## config.mk

```make
export PLATFORM = sky130hd
export DESIGN_NAME = demux
export DESIGN_NICKNAME = d
export VERILOG_FILES = /design/src/rtl/mux_pkg.sv /design/src/rtl/demux_fifo2.sv /design/src/rtl/demux.sv
export SDC_FILE = /design/constraint.sdc
export NUM_CORES = 1
export LEC_CHECK = 0
export ABC_CLOCK_PERIOD_IN_PS = 2200
export BUFFER_PORTS_ARGS = -buffer_cell sky130_fd_sc_hd__buf_2
export CELL_PAD_IN_SITES_DETAIL_PLACEMENT = 1
export CELL_PAD_IN_SITES_GLOBAL_PLACEMENT = 1
export CORE_MARGIN = 2
export CORE_UTILIZATION = 37
export CTS_BUF_LIST = sky130_fd_sc_hd__clkbuf_4 sky130_fd_sc_hd__clkbuf_8 sky130_fd_sc_hd__clkbuf_16
export DETAILED_ROUTE_END_ITERATION = 10
export GPL_TIMING_DRIVEN = 0
export PLACE_DENSITY = 0.74
export REMOVE_ABC_BUFFERS = 1
export SLEW_MARGIN = 20
export SYNTH_ARGS = -nofsm -noshare
export SYNTH_HDL_FRONTEND = slang
export SYNTH_HIERARCHICAL = 1
export SYNTH_SLANG_ARGS = --single-unit
```

## constraint.sdc

```tcl
create_clock -name i_clk -period 2.2 [get_ports i_clk]
set_clock_uncertainty 0.15 [all_clocks]
set_input_delay 0.44 -clock i_clk [delete_from_list [all_inputs] [get_ports i_clk]]
set_output_delay 0.44 -clock i_clk [all_outputs]
set_load 0.02 [all_outputs]
```

## src/rtl/mux_pkg.sv

```systemverilog
// Shared definitions for the port-aggregation mux/demux pair.
package mux_pkg;

  localparam int unsigned PORT_NUM_W_MAX = 16;

  // Wide enough for any practical port count; narrower port numbers zero-extend into it.
  typedef logic [PORT_NUM_W_MAX-1:0] port_num_t;

  // Port-number field width: one code past the last port so invalid tags are expressible.
  function automatic int unsigned port_num_w(input int unsigned pq);
    return $clog2(pq + 1);
  endfunction

endpackage

```

## src/rtl/demux_fifo2.sv

```systemverilog
// Two-entry FIFO with valid/ready on both sides; head entry drives o_data directly.
module demux_fifo2 #(
  parameter int unsigned pw_data = 8
) (
  input  logic               i_clk,
  input  logic               i_rst,
  input  logic               i_valid,
  output logic               o_ready,
  input  logic [pw_data-1:0] i_data,
  output logic               o_valid,
  input  logic               i_ready,
  output logic [pw_data-1:0] o_data,
  output logic [1:0]         count
);

  logic [pw_data-1:0] data1;
  logic               push;
  logic               pop;

  assign o_ready = (count != 2'd2);
  assign o_valid = (count != 2'd0);
  assign push    = i_valid && o_ready;
  assign pop     = o_valid && i_ready;

  // Occupancy and storage update; o_data always holds the oldest entry.
  always_ff @(posedge i_clk) begin
    if (i_rst) begin
      count  <= 2'd0;
      o_data <= '0;
      data1  <= '0;
    end else begin
      unique case ({push, pop})
        2'b10: begin
          if (count == 2'd0) o_data <= i_data;
          else               data1  <= i_data;
          count <= count + 2'd1;
        end
        2'b01: begin
          o_data <= data1;
          count  <= count - 2'd1;
        end
        // Push and pop together only happen at occupancy 1: new beat becomes head.
        2'b11: o_data <= i_data;
        default: ;
      endcase
    end
  end

endmodule

```

## src/rtl/demux.sv

```systemverilog
// Steers one tagged stream to per-port buffered outputs; beats tagged for absent ports are dropped.
module demux
  import mux_pkg::*;
#(
  parameter int unsigned pq_ports = 2,
  parameter int unsigned pw_data  = 8,
  parameter int unsigned pw_cnt   = 16
) (
  input  logic                             i_clk,
  input  logic                             i_rst,
  input  logic                             i_valid,
  output logic                             o_ready,
  input  logic [pw_data-1:0]               i_data,
  input  logic [port_num_w(pq_ports)-1:0]  i_port_num,
  output logic [0:pq_ports-1]              o_valid,
  input  logic [0:pq_ports-1]              i_ready,
  output logic [pw_data-1:0]               o_data [0:pq_ports-1],
  output logic [pw_cnt-1:0]                o_drop_cnt
);

  port_num_t           port_ext;
  logic                port_valid;
  logic [0:pq_ports-1] sel;
  logic [0:pq_ports-1] fifo_rdy;
  logic [1:0]          fifo_cnt [0:pq_ports-1];

  assign port_ext   = port_num_t'(i_port_num);
  assign port_valid = (port_ext < port_num_t'(pq_ports));

  // One-hot destination decode; all zero for an invalid tag.
  always_comb begin
    sel = '0;
    for (int p = 0; p < pq_ports; p++) begin
      sel[p] = (port_ext == port_num_t'(p));
    end
  end

  // Input ready depends only on the targeted buffer; invalid tags are always accepted.
  always_comb begin
    o_ready = 1'b1;
    for (int p = 0; p < pq_ports; p++) begin
      if (sel[p]) o_ready = (fifo_cnt[p] != 2'd2);
    end
  end

  // Per-port buffers so a stalled port does not block the others.
  for (genvar g = 0; g < int'(pq_ports); g++) begin : g_port
    demux_fifo2 #(.pw_data(pw_data)) u_fifo (
      .i_clk   (i_clk),
      .i_rst   (i_rst),
      .i_valid (i_valid && sel[g]),
      .o_ready (fifo_rdy[g]),
      .i_data  (i_data),
      .o_valid (o_valid[g]),
      .i_ready (i_ready[g]),
      .o_data  (o_data[g]),
      .count   (fifo_cnt[g])
    );
  end

  // Saturating count of beats accepted with an invalid port tag.
  always_ff @(posedge i_clk) begin
    if (i_rst) begin
      o_drop_cnt <= '0;
    end else if (i_valid && !port_valid && (o_drop_cnt != '1)) begin
      o_drop_cnt <= o_drop_cnt + pw_cnt'(1);
    end
  end

endmodule

```

==> impl_metrics.tcl <==
set metrics [dict create \
    die_y_um 88.2 \
    vias 2236 \
    hold_buffers 0 \
    worst_pin_slew_ns 1.07 \
    min_period_over_period 0.950 \
    worst_hold_slack_ns 0.261 \
    fill_cells 829 \
    status "complete, no violations" \
    ys_seq_area_frac 0.397 \
    cts_buffers 5 \
    rows 30 \
    grt_start_max_net_pins 57 \
    detail-route-antenna-nets 0 \
    globalplace.congestion 0.688 \
    clk_pin_slew_ns 0.10 \
    htreeDepth 2 \
    final.setup.worst_slack_ns 0.111 \
    clock-sinks 52 \
    critPathBufInv 0 \
    first_iter_violations 96 \
    worstHoldEndpoint "g_port[1].u_fifo/data1[3]" \
    maxSlewViolCount 0 \
    first_pass_iters 4 \
    worstPathArrival_ns 2.15 \
    fin_crit_ns 2.09 \
    synth_ff_type "dfxtp_1" \
    ys_seq_elements 52 \
    grt_overflow 0 \
    crit_slowest_cell "dfxtp_1" \
    stdcell_count 427 \
    insertion_delay_ns 0.31 \
    post-place-ws_ns -0.300 \
    synth_edf_count 0 \
    num_antenna_cells 0 \
    ys_warn_count 6 \
    start_util 0.384 \
    reg2reg_depth 5 \
    grt_pass1_vias 2212 \
    slew_headroom 0.289 \
    worstSetupStartpoint "o_drop_cnt[0]" \
    min_from "i_data[3]" \
    fin_tns_setup_ns 0 \
    wl_per_cell_um 14.9 \
    ir_drop_mv 0.271 \
    syn_to_final_growth_pct 17.1 \
    drive_gt1_frac 0.263 \
    antenna_found_initial 0 \
    cts_root_buffer "clkbuf_8" \
    drt-vias-per-instance 5.24 \
    crit_required_ns 2.26 \
    grt_pass1_wl_um 10900 \
    crit_path_end_kind "flip-flop" \
    yosys.area.top_type "dfxtp_1" \
    dp_cells 412 \
    io_pins 50 \
    r2r_end "o_drop_cnt[10]" \
    fmax_mhz 479 \
    grt.total_usage 0.176 \
    synth_top_area_share 0.397 \
    fp.dieW_um 88.2 \
    worstHoldPathType "in -> reg" \
    nets 350 \
    wl_um 6360 \
    cts_tree "yes" \
    cp_max_fo 5 \
    synth_area_leaders "dfxtp_1 40%, mux2i_1 13%, a21o_1 4.6%" \
    finalSetupViolCount 0 \
    rsz0062_at_grt "true" \
    synth_cells 285 \
    io_buffers 49 \
    p_leak_nw 1.33 \
    fp.dieArea_um2 7780 \
    synth-async-reset-ratio 0 \
    path_cells "ha_1 -> nand4_1 -> nor4_4 -> and4b_1 -> mux2_2" \
    finalHoldViolations 0 \
    reg2reg_slack_ns 0.11 \
    cp-start-kind "flip-flop" \
    p_per_area_nw_per_um2 727 \
    crit_type "reg -> reg" \
    utilization 0.450 \
    drc 0 \
    dp_hpwl_um 4350 \
    syn_area_per_cell_um2 9.20 \
    cts.path.max_buffers 2 \
    timing.max_cap.violations 0 \
    synth_area_um2 2620 \
    ys_types 43 \
    core_um2 6830 \
    worstHoldPathCells 3 \
    critPathMaxStageDelay_ns 0.40 \
    crit_family "simple AND/OR/NAND/NOR gates" \
    r2r_start "o_drop_cnt[0]" \
]
## synth_stat cells, types with 4 or more instances
cell type and number:
dfxtp_1 52, mux2i_1 33, nor2_1 27, a21oi_1 23
nand3_1 21, a21o_1 16, clkbuf_1 8, inv_1 8
nand2_1 7, o21ai_0 7, nand4_1 6, ha_1 5
nor3_1 5, or3_1 5, a21oi_2 4, buf_6 4
mux2_2 4, nor2b_1 4, o21ai_2 4, or2_2 4
or4_1 4
## stage by stage
| stage | total power, mW | cell area [um2] |
|---|---|---|
| CTS | 2.26 | 3050 |
| global placement | 1.53 | 2860 |
| detailed placement | 1.55 | 2860 |
| finish | 2.23 | 3070 |
| global route | 2.36 | 3070 |
| floorplan | 1.40 | 2500 |
## worst max path at each step
stage	slack [ns]	endpoint	cells after the start
finish	0.11	o_drop_cnt[10]	5
global route	-0.005	o_drop_cnt[10]	5
CTS	0.05	g_port[0].u_fifo/count[1]	6
detailed placement	-0.30	g_port[0].u_fifo/count[1]	6
global placement	-0.23	g_port[0].u_fifo/count[1]	6
floorplan	0.10	g_port[1].u_fifo/count[1]	6
## worst min-delay path: cells and delay by family
kind | cells | cell delay (ns)
buffers and inverters | 1 | 0.12
muxes | 1 | 0.07
and+or+nand+nor | 1 | 0.07
## area by class of cell
| class | instances | area, um2 | share of cell area |
|---|---|---|---|
| Clock buffer | 5 | 68.8 | 0.0224 |
| Timing Repair Buffer | 56 | 298 | 0.0969 |
| Inverter | 8 | 30.0 | 0.00978 |
| Multi-Input combinational cell | 207 | 1470 | 0.478 |
| Clock inverter | 3 | 46.3 | 0.0151 |
| Tap cell | 96 | 120 | 0.0391 |
| Sequential cell | 52 | 1040 | 0.339 |
## power breakdown
part / internal (mW) / total, mW / switching [mW]
logic: 0.202 / 0.482 / 0.281
clock network: 0.343 / 0.688 / 0.345
registers: 1.00 / 1.06 / 0.0609
total: 1.55 / 2.23 / 0.687
## cells in the final DEF (no fill, tap or decap), types with 2 or more instances in the layout
cell	Yosys	final
and3b_1	2	2
or3_1	5	5
buf_4	0	7
a21o_1	16	16
or4_1	4	4
nor3_1	5	4
a21oi_2	4	4
xnor2_1	2	2
dfxtp_1	52	52
o21ai_2	4	2
clkbuf_8	0	5
nor2b_1	4	4
nand2b_1	2	2
nand4_1	6	6
a21oi_1	23	23
mux2_2	4	4
nor2_1	27	27
ha_2	0	2
nor4_1	3	2
mux2i_1	33	33
or2_2	4	4
o21ai_4	0	2
buf_2	3	49
o21ai_0	7	7
nand3_1	21	21
ha_1	5	3
o31ai_1	3	3
nand2_1	7	7
or3b_1	2	2
xor2_1	2	2
inv_1	8	8
nor4_4	1	2
## repair_timing
item,CTS,global route
setup buffers,7,0
cloned,0,0
hold endpoints to repair,0,0
pin swaps,3,0
endpoints found under the setup margin,21,5
resized for setup,2,5
## routing by layer
metal	vias to the layer above	global-route usage	wire length [um]
li1	1118	-	-
met1	1076	0.255	3140
met2	37	0.274	2930
met3	5	0.0339	231
met4	0	0.0372	66
met5	-	0	0
## cells by family after synthesis
family / after synthesis / share of synthesized area
xor gates and xnor gates: 4 / 0.0134
adders and majority gates: 5 / 0.0239
and+or+nand+nor: 100 / 0.212
muxes: 37 / 0.143
DFF: 52 / 0.397
AOI/OAI and AO/OA: 61 / 0.152
buffers and inverters: 26 / 0.0587
## flip-flops by register name (all words and copies together) (netlist names)
name	count
g_port.u_fifo/count	4
g_port.u_fifo/data1	16
g_port.u_fifo/o_data	16
o_drop_cnt	16
No activity file was read; power rests on OpenSTA's default activity.
